===== config.mk =====
export PLATFORM = sky130hd
export DESIGN_NAME = fp_mult_pipe
export DESIGN_NICKNAME = d
export VERILOG_FILES = /design/src/rtl/fp_pkg.sv /design/src/rtl/fp_round_pack.sv /design/src/rtl/fp_mult_pipe.sv
export SDC_FILE = /design/constraint.sdc
export NUM_CORES = 2
export LEC_CHECK = 0
export ABC_CLOCK_PERIOD_IN_PS = 6510
export CORE_MARGIN = 4
export CORE_UTILIZATION = 42
export DETAILED_ROUTE_END_ITERATION = 16
export PLACE_DENSITY = 0.7
export SETUP_SLACK_MARGIN = 0.02
export SKIP_CTS_REPAIR_TIMING = 1
export SYNTH_ARGS = -nofsm -noshare
export SYNTH_HDL_FRONTEND = slang
export SYNTH_SLANG_ARGS = --single-unit

===== constraint.sdc =====
create_clock -name clk -period 6.51 [get_ports clk]
set_input_delay 0.651 -clock clk [delete_from_list [all_inputs] [get_ports clk]]
set_output_delay 0.651 -clock clk [all_outputs]
set_load 0.03 [all_outputs]

===== src/rtl/fp_pkg.sv =====
// Shared floating-point definitions: operand classes, flag bit positions and
// canonical NaN construction for any exponent/mantissa split.
package fp_pkg;

    typedef enum logic [1:0] {
        FP_ZERO = 2'd0,
        FP_NORM = 2'd1,
        FP_INF  = 2'd2,
        FP_NAN  = 2'd3
    } fp_class_e;

    localparam int unsigned FLAG_W         = 4;
    localparam int unsigned FLAG_INVALID   = 3;
    localparam int unsigned FLAG_OVERFLOW  = 2;
    localparam int unsigned FLAG_UNDERFLOW = 1;
    localparam int unsigned FLAG_INEXACT   = 0;

    // Widest word the qNaN helper can build; callers truncate to their width.
    localparam int unsigned QNAN_MAX_W = 64;

    // Sign 0, exponent all ones, mantissa MSB set, remaining mantissa bits 0.
    function automatic logic [QNAN_MAX_W-1:0] qnan_pattern(input int unsigned exp_w,
                                                            input int unsigned man_w);
        logic [QNAN_MAX_W-1:0] ones;
        ones = (QNAN_MAX_W'(1) << (exp_w + 1)) - QNAN_MAX_W'(1);
        return ones << (man_w - 1);
    endfunction

    // Subnormals (exp == 0) are flushed and classify as zero.
    function automatic fp_class_e classify(input logic exp_zero,
                                           input logic exp_ones,
                                           input logic man_zero);
        if (exp_zero) begin
            return FP_ZERO;
        end
        if (exp_ones) begin
            return man_zero ? FP_INF : FP_NAN;
        end
        return FP_NORM;
    endfunction

endpackage


===== src/rtl/fp_round_pack.sv =====
// Normalise, round-to-nearest-even and pack a raw significand product.
// Purely combinational so arithmetic pipelines can place it in any stage.
module fp_round_pack
    import fp_pkg::*;
#(
    parameter int unsigned EXP_W = 8,
    parameter int unsigned MAN_W = 23
) (
    input  logic                     sign,
    input  logic signed [EXP_W+1:0]  exp_in,
    input  logic [2*MAN_W+1:0]       prod,
    output logic [EXP_W+MAN_W:0]     word_c,
    output logic [FLAG_W-1:0]        flags_c
);

    localparam int unsigned W       = 1 + EXP_W + MAN_W;
    localparam int unsigned EW      = EXP_W + 2;
    localparam int unsigned PW      = 2 * MAN_W + 2;
    localparam int unsigned EXP_MAX = (1 << EXP_W) - 1;

    localparam logic signed [EW-1:0] EXP_TOP  = EW'(EXP_MAX);
    localparam logic signed [EW-1:0] EXP_ZERO = '0;

    logic                    msb;
    logic [PW-2:0]           norm;
    logic [MAN_W-1:0]        man_t;
    logic                    guard;
    logic                    sticky;
    logic                    inc;
    logic [MAN_W:0]          man_r;
    logic signed [EW-1:0]    exp_n;
    logic signed [EW-1:0]    exp_f;

    // norm holds the bits below the hidden one, aligned so the kept field sits on top.
    always_comb begin
        msb    = prod[PW-1];
        norm   = msb ? prod[PW-2:0] : {prod[PW-3:0], 1'b0};
        man_t  = norm[PW-2 -: MAN_W];
        guard  = norm[MAN_W];
        sticky = |norm[MAN_W-1:0];
        inc    = guard & (sticky | man_t[0]);
        man_r  = {1'b0, man_t} + (MAN_W+1)'(inc);
        exp_n  = exp_in + EW'(msb);
        // A rounding carry leaves the mantissa field at zero and bumps the exponent.
        exp_f  = exp_n + EW'(man_r[MAN_W]);
    end

    always_comb begin
        word_c                = {sign, exp_f[EXP_W-1:0], man_r[MAN_W-1:0]};
        flags_c               = '0;
        flags_c[FLAG_INEXACT] = guard | sticky;
        if (exp_f >= EXP_TOP) begin
            word_c                 = {sign, {EXP_W{1'b1}}, {MAN_W{1'b0}}};
            flags_c[FLAG_OVERFLOW] = 1'b1;
            flags_c[FLAG_INEXACT]  = 1'b1;
        end else if (exp_f <= EXP_ZERO) begin
            word_c                  = {sign, {(W-1){1'b0}}};
            flags_c[FLAG_UNDERFLOW] = 1'b1;
            flags_c[FLAG_INEXACT]   = |prod;
        end
    end

endmodule


===== src/rtl/fp_mult_pipe.sv =====
// Three-stage floating-point multiplier (classify, multiply, round/pack)
// with valid/ready flow control and an opaque tag carried per operation.
module fp_mult_pipe
    import fp_pkg::*;
#(
    parameter int unsigned EXP_W = 8,
    parameter int unsigned MAN_W = 23,
    parameter int unsigned TAG_W = 4
) (
    input  logic                   clk,
    input  logic                   rst,
    input  logic                   in_valid,
    output logic                   in_ready,
    input  logic [EXP_W+MAN_W:0]   a,
    input  logic [EXP_W+MAN_W:0]   b,
    input  logic [TAG_W-1:0]       in_tag,
    output logic                   out_valid,
    input  logic                   out_ready,
    output logic [EXP_W+MAN_W:0]   result,
    output logic [TAG_W-1:0]       out_tag,
    output logic [FLAG_W-1:0]      flags
);

    localparam int unsigned W    = 1 + EXP_W + MAN_W;
    localparam int unsigned EW   = EXP_W + 2;
    localparam int unsigned SW   = MAN_W + 1;
    localparam int unsigned PW   = 2 * MAN_W + 2;
    localparam int unsigned BIAS = (1 << (EXP_W - 1)) - 1;

    localparam logic [W-1:0] QNAN = W'(qnan_pattern(EXP_W, MAN_W));

    // Operand decode and special-value resolution (feeds stage 1)
    logic                  sign_a, sign_b;
    logic [EXP_W-1:0]      exp_a, exp_b;
    logic [MAN_W-1:0]      man_a, man_b;
    fp_class_e             cls_a, cls_b;
    logic                  snan_a, snan_b;
    logic                  sign_d;
    logic signed [EW-1:0]  exp_d;
    logic [SW-1:0]         siga_d, sigb_d;
    logic                  spec_d;
    logic [W-1:0]          spec_word_d;
    logic [FLAG_W-1:0]     spec_flags_d;

    // Stage 1 registers
    logic                  v1;
    logic [TAG_W-1:0]      tag1;
    logic                  sign1;
    logic signed [EW-1:0]  exp1;
    logic [SW-1:0]         siga1, sigb1;
    logic                  spec1;
    logic [W-1:0]          spec_word1;
    logic [FLAG_W-1:0]     spec_flags1;

    // Stage 2 registers
    logic                  v2;
    logic [TAG_W-1:0]      tag2;
    logic                  sign2;
    logic signed [EW-1:0]  exp2;
    logic [PW-1:0]         prod2;
    logic                  spec2;
    logic [W-1:0]          spec_word2;
    logic [FLAG_W-1:0]     spec_flags2;

    // Round/pack output and flow control
    logic [W-1:0]          rp_word;
    logic [FLAG_W-1:0]     rp_flags;
    logic                  out_free;
    logic                  ready2;

    always_comb begin
        sign_a = a[W-1];
        exp_a  = a[W-2:MAN_W];
        man_a  = a[MAN_W-1:0];
        sign_b = b[W-1];
        exp_b  = b[W-2:MAN_W];
        man_b  = b[MAN_W-1:0];
        cls_a  = classify(exp_a == '0, &exp_a, man_a == '0);
        cls_b  = classify(exp_b == '0, &exp_b, man_b == '0);
        snan_a = (cls_a == FP_NAN) && !man_a[MAN_W-1];
        snan_b = (cls_b == FP_NAN) && !man_b[MAN_W-1];
        sign_d = sign_a ^ sign_b;
        exp_d  = EW'(exp_a) + EW'(exp_b) - EW'(BIAS);
        siga_d = {cls_a == FP_NORM, man_a};
        sigb_d = {cls_b == FP_NORM, man_b};
    end

    // Special operands bypass the arithmetic result in the last stage.
    always_comb begin
        spec_d       = 1'b1;
        spec_word_d  = '0;
        spec_flags_d = '0;
        if (cls_a == FP_NAN || cls_b == FP_NAN) begin
            spec_word_d                = QNAN;
            spec_flags_d[FLAG_INVALID] = snan_a | snan_b;
        end else if ((cls_a == FP_INF && cls_b == FP_ZERO) ||
                     (cls_a == FP_ZERO && cls_b == FP_INF)) begin
            spec_word_d                = QNAN;
            spec_flags_d[FLAG_INVALID] = 1'b1;
        end else if (cls_a == FP_INF || cls_b == FP_INF) begin
            spec_word_d = {sign_d, {EXP_W{1'b1}}, {MAN_W{1'b0}}};
        end else if (cls_a == FP_ZERO || cls_b == FP_ZERO) begin
            spec_word_d = {sign_d, {(W-1){1'b0}}};
        end else begin
            spec_d = 1'b0;
        end
    end

    // A stage may load when it is empty or its contents move on this cycle.
    always_comb begin
        out_free = !out_valid || out_ready;
        ready2   = !v2 || out_free;
        in_ready = !v1 || ready2;
    end

    always_ff @(posedge clk or posedge rst) begin
        if (rst) begin
            v1          <= 1'b0;
            tag1        <= '0;
            sign1       <= 1'b0;
            exp1        <= '0;
            siga1       <= '0;
            sigb1       <= '0;
            spec1       <= 1'b0;
            spec_word1  <= '0;
            spec_flags1 <= '0;
        end else if (in_ready) begin
            v1 <= in_valid;
            if (in_valid) begin
                tag1        <= in_tag;
                sign1       <= sign_d;
                exp1        <= exp_d;
                siga1       <= siga_d;
                sigb1       <= sigb_d;
                spec1       <= spec_d;
                spec_word1  <= spec_word_d;
                spec_flags1 <= spec_flags_d;
            end
        end
    end

    always_ff @(posedge clk or posedge rst) begin
        if (rst) begin
            v2          <= 1'b0;
            tag2        <= '0;
            sign2       <= 1'b0;
            exp2        <= '0;
            prod2       <= '0;
            spec2       <= 1'b0;
            spec_word2  <= '0;
            spec_flags2 <= '0;
        end else if (ready2) begin
            v2 <= v1;
            if (v1) begin
                tag2        <= tag1;
                sign2       <= sign1;
                exp2        <= exp1;
                prod2       <= PW'(siga1) * PW'(sigb1);
                spec2       <= spec1;
                spec_word2  <= spec_word1;
                spec_flags2 <= spec_flags1;
            end
        end
    end

    fp_round_pack #(
        .EXP_W (EXP_W),
        .MAN_W (MAN_W)
    ) u_round_pack (
        .sign    (sign2),
        .exp_in  (exp2),
        .prod    (prod2),
        .word_c  (rp_word),
        .flags_c (rp_flags)
    );

    // Output register holds steady while the consumer stalls.
    always_ff @(posedge clk or posedge rst) begin
        if (rst) begin
            out_valid <= 1'b0;
            result    <= '0;
            out_tag   <= '0;
            flags     <= '0;
        end else if (out_free) begin
            out_valid <= v2;
            if (v2) begin
                result  <= spec2 ? spec_word2 : rp_word;
                flags   <= spec2 ? spec_flags2 : rp_flags;
                out_tag <= tag2;
            end
        end
    end

endmodule


==> results by group <==
Status
  – Outcome: finished, violations left
  – Failing checks: negative setup slack

Final layout
  – NumNets Final: between 4,000 and 5,000
  – P&R area growth vs syn: 19.0%
  – Most common cell after layout, fill and taps aside: inv_1
  – Post-layout util: 0.507
  – Most frequent cells in the layout: inv_1, nand2_1, fa_1
  – Layout cells sized above 1: 0.165

Synthesis
  – Syn avg cell area: 9.10 um2
  – Area leader, netlist: fa_1
  – Synth warnings: 0
  – Asr flop ratio synth: 1.00
  – Post-synth top area share: 0.352
  – Top FF cell, synth: dfrtp_1
  – Syn nets: 3,778
  – Top cells by area, synth: fa_1, dfrtp_1, ha_1, inv_1, and2_1
  – Register area share after synthesis: 0.163
  – Synth Cell Area: 27,600 um2
  – Seq cells post-synth: between 150 and 200
  – Post-synth EDFFs: 0
  – Post-synthesis cell count: between 3,000 and 4,000
  – Netlist cell types: 71

Worst setup path
  – Most used cell, CP: fa_1
  – CP required: 6920 ps
  – Buf/Inv on CP: 7
  – CP startpoint kind: register
  – Max Fanout on Critical Path: 6
  – Delay of the slowest critical-path stage: 580 ps
  – CP top delay family: adder cells
  – Critical path arrival: about 7000 ps
  – CP cell instances: and2_1 -> fa_1 -> fa_1 -> inv_2 -> fa_1 -> inv_1 -> fa_1 -> inv_1 -> fa_1 -> inv_2 -> fa_1 -> inv_2 -> fa_1 -> inv_2 -> ha_4 -> nand2_2 -> o21a_1 -> a211oi_2 -> o21ai_1 -> buf_4 -> a31oi_4 -> a41oi_4 -> or4_1 -> nand3_1
  – Endpoint class of the critical path: register
  – Crit path kind: register to register
  – Slowest cell on crit path: fa_1

STA
  – Fin crit share: 1.02
  – Final-report setup violation count: 8
  – F_max: 0.151 GHz
  – Clock Skew: 19.2 ps
  – Fin worst setup slack: -117 ps
  – Max_slew headroom: 0.310
  – Clock period minus worst slack: 6630 ps
  – Max Transition Viols Final: 0
  – Actual slew at the worst max-slew pin: between 1000 and 1500 ps
  – Fin. Hold Viols: 0
  – Min Hold Slack: 459 ps
  – RSZ-0062 raised after global routing: true

Routing
  – Routed vias: between 20,000 and 25,000
  – Routed wire length: a little over 70,000 um
  – Routed WL per cell: between 15 and 20 um
  – DRT Pass-1 Iters: 7
  – Routed Antenna Nets: 0
  – Detailed Route Iter0 Violations: between 1,000 and 1,500
  – Avg Vias per Cell: ~5.2
  – Residual DRC count: 0

Clocking
  – Maximum root-to-sink buffer count: 2
  – TritonCTS clock tree: built
  – Clk sinks: about 180
  – Htree depth: 4
  – Total CTS buffers: 17
  – Reg clk slew, reported paths: about 80 ps
  – Clk root buf: clkbuf_16
  – Clock Latency Late Sink: around 470 ps

Floorplanning
  – Die area: approximately 70,000 um2
  – Initial Util: 0.426
  – Core area: about 65,000 um2
  – Vert. Die Dim: about 260 um
  – Floorplan row count: just over 90
  – Chip width: 264 um
  – I/O pins: about 110

Flow run
  – Max Cap Violations: 0

Global routing
  – Vias in the first global route: around 22,000
  – Total global-route track usage: 0.204
  – Initial antenna violation count: 2
  – First-pass GRT wire length: between 100,000 and 150,000 um
  – Overflow after GRT: 0
  – Largest net degree at the start of global routing: 121

Placement
  – GPL Wtd Cong: 0.883
  – DP HPWL: around 57,000 um
  – Port Buffers: between 100 and 150
  – Pre-CTS setup slack: -240 ps

Min path
  – Worst hold path class: register to register
cells by family (layout without fill, tap and decap cells):
logic type               Yosys count  after routing  share of synthesized area
multiplexers                      71             71                     0.0285
XOR/XNOR                          59             59                     0.0187
AO/OA/AOI/OAI                    305            305                     0.0727
AND/OR/NAND/NOR                 1011           1011                      0.179
flip-flops                       179            179                      0.163
adder cells (fa/ha/maj)          676            676                      0.439
other                              0              4                          0
buffers and inverters            729            966                     0.0999
synth_stat cells (8+ instances only):
cell / number
clkbuf_1: 142
a211oi_1: 12
nor2b_1: 10
fa_1: 484
o21ai_0: 65
inv_1: 570
xor2_1: 25
nor2_1: 61
a21o_1: 28
mux2_2: 60
xnor2_1: 34
nor3_1: 21
o21a_1: 10
nand2_1: 487
a21oi_1: 87
dfrtp_1: 179
o21ai_1: 15
a22o_1: 17
and2_1: 301
o21bai_1: 9
nand3_1: 31
nand4_1: 26
nor4_1: 26
mux2i_1: 11
and3_1: 9
a31oi_1: 11
buf_1: 8
ha_1: 192
layer usage:
metal / wire, um / global-route usage
met5: 0 / 0
met3: 4090 / 0.0320
met4: 2030 / 0.0665
met1: 31000 / 0.279
met2: 35300 / 0.334
path summary, 6_finish.rpt:
path | start | endpoint | slack (ps) | depth (start not counted)
min in group asynchronous | rst | prod2[1]$_DFFE_PP0P_ | 730 | 2
worst min-delay path | tag1[0]$_DFFE_PP0P_ | tag2[0]$_DFFE_PP0P_ | 460 | 2
worst min register to register | tag1[0]$_DFFE_PP0P_ | tag2[0]$_DFFE_PP0P_ | 460 | 2
worst max register to register | siga1[10]$_DFFE_PP0P_ | prod2[46]$_DFFE_PP0P_ | -120 | 24
worst max-delay path | siga1[10]$_DFFE_PP0P_ | prod2[46]$_DFFE_PP0P_ | -120 | 24
max in group asynchronous | rst | result[7]$_DFFE_PP0P_ | 4440 | 3
through the flow:
step,cell area (um2),TNS [ps],cells
finish,32800,-417,4126
global route,32800,-2350,4124
CTS,31400,-3840,4071
detailed placement,30800,-2640,4039
global placement,30800,-1060,4039
floorplan,27600,0,3030
sequential cells by signal, summed over array words and instances (netlist names), 3 cells and up:
| register | cells |
|---|---|
| tag1 | 4 |
| sigb1 | 24 |
| exp2 | 10 |
| out_tag | 4 |
| flags | 4 |
| result | 32 |
| exp1 | 10 |
| spec_word2 | 3 |
| tag2 | 4 |
| prod2 | 48 |
| siga1 | 24 |
| spec_word1 | 3 |
worst min-delay path, stage by stage (launching register included):
cell and delay, ps:
dfrtp_1 340, nand2_1 50, nand2_1 50
area by class of cell:
class,instances,area (um2)
fill,5880,31900
multi-input combinational,2122,21100
sequential,179,4520
timing repair buffer,364,3380
inverter,570,2150
tap,855,1070
clock buffer,19,443
clock inverter,13,163
antenna,4,10.0
Power is left out: the tool's default activity adds up to more than one toggle a clock period on the data nets, which glitch-free logic cannot reach.
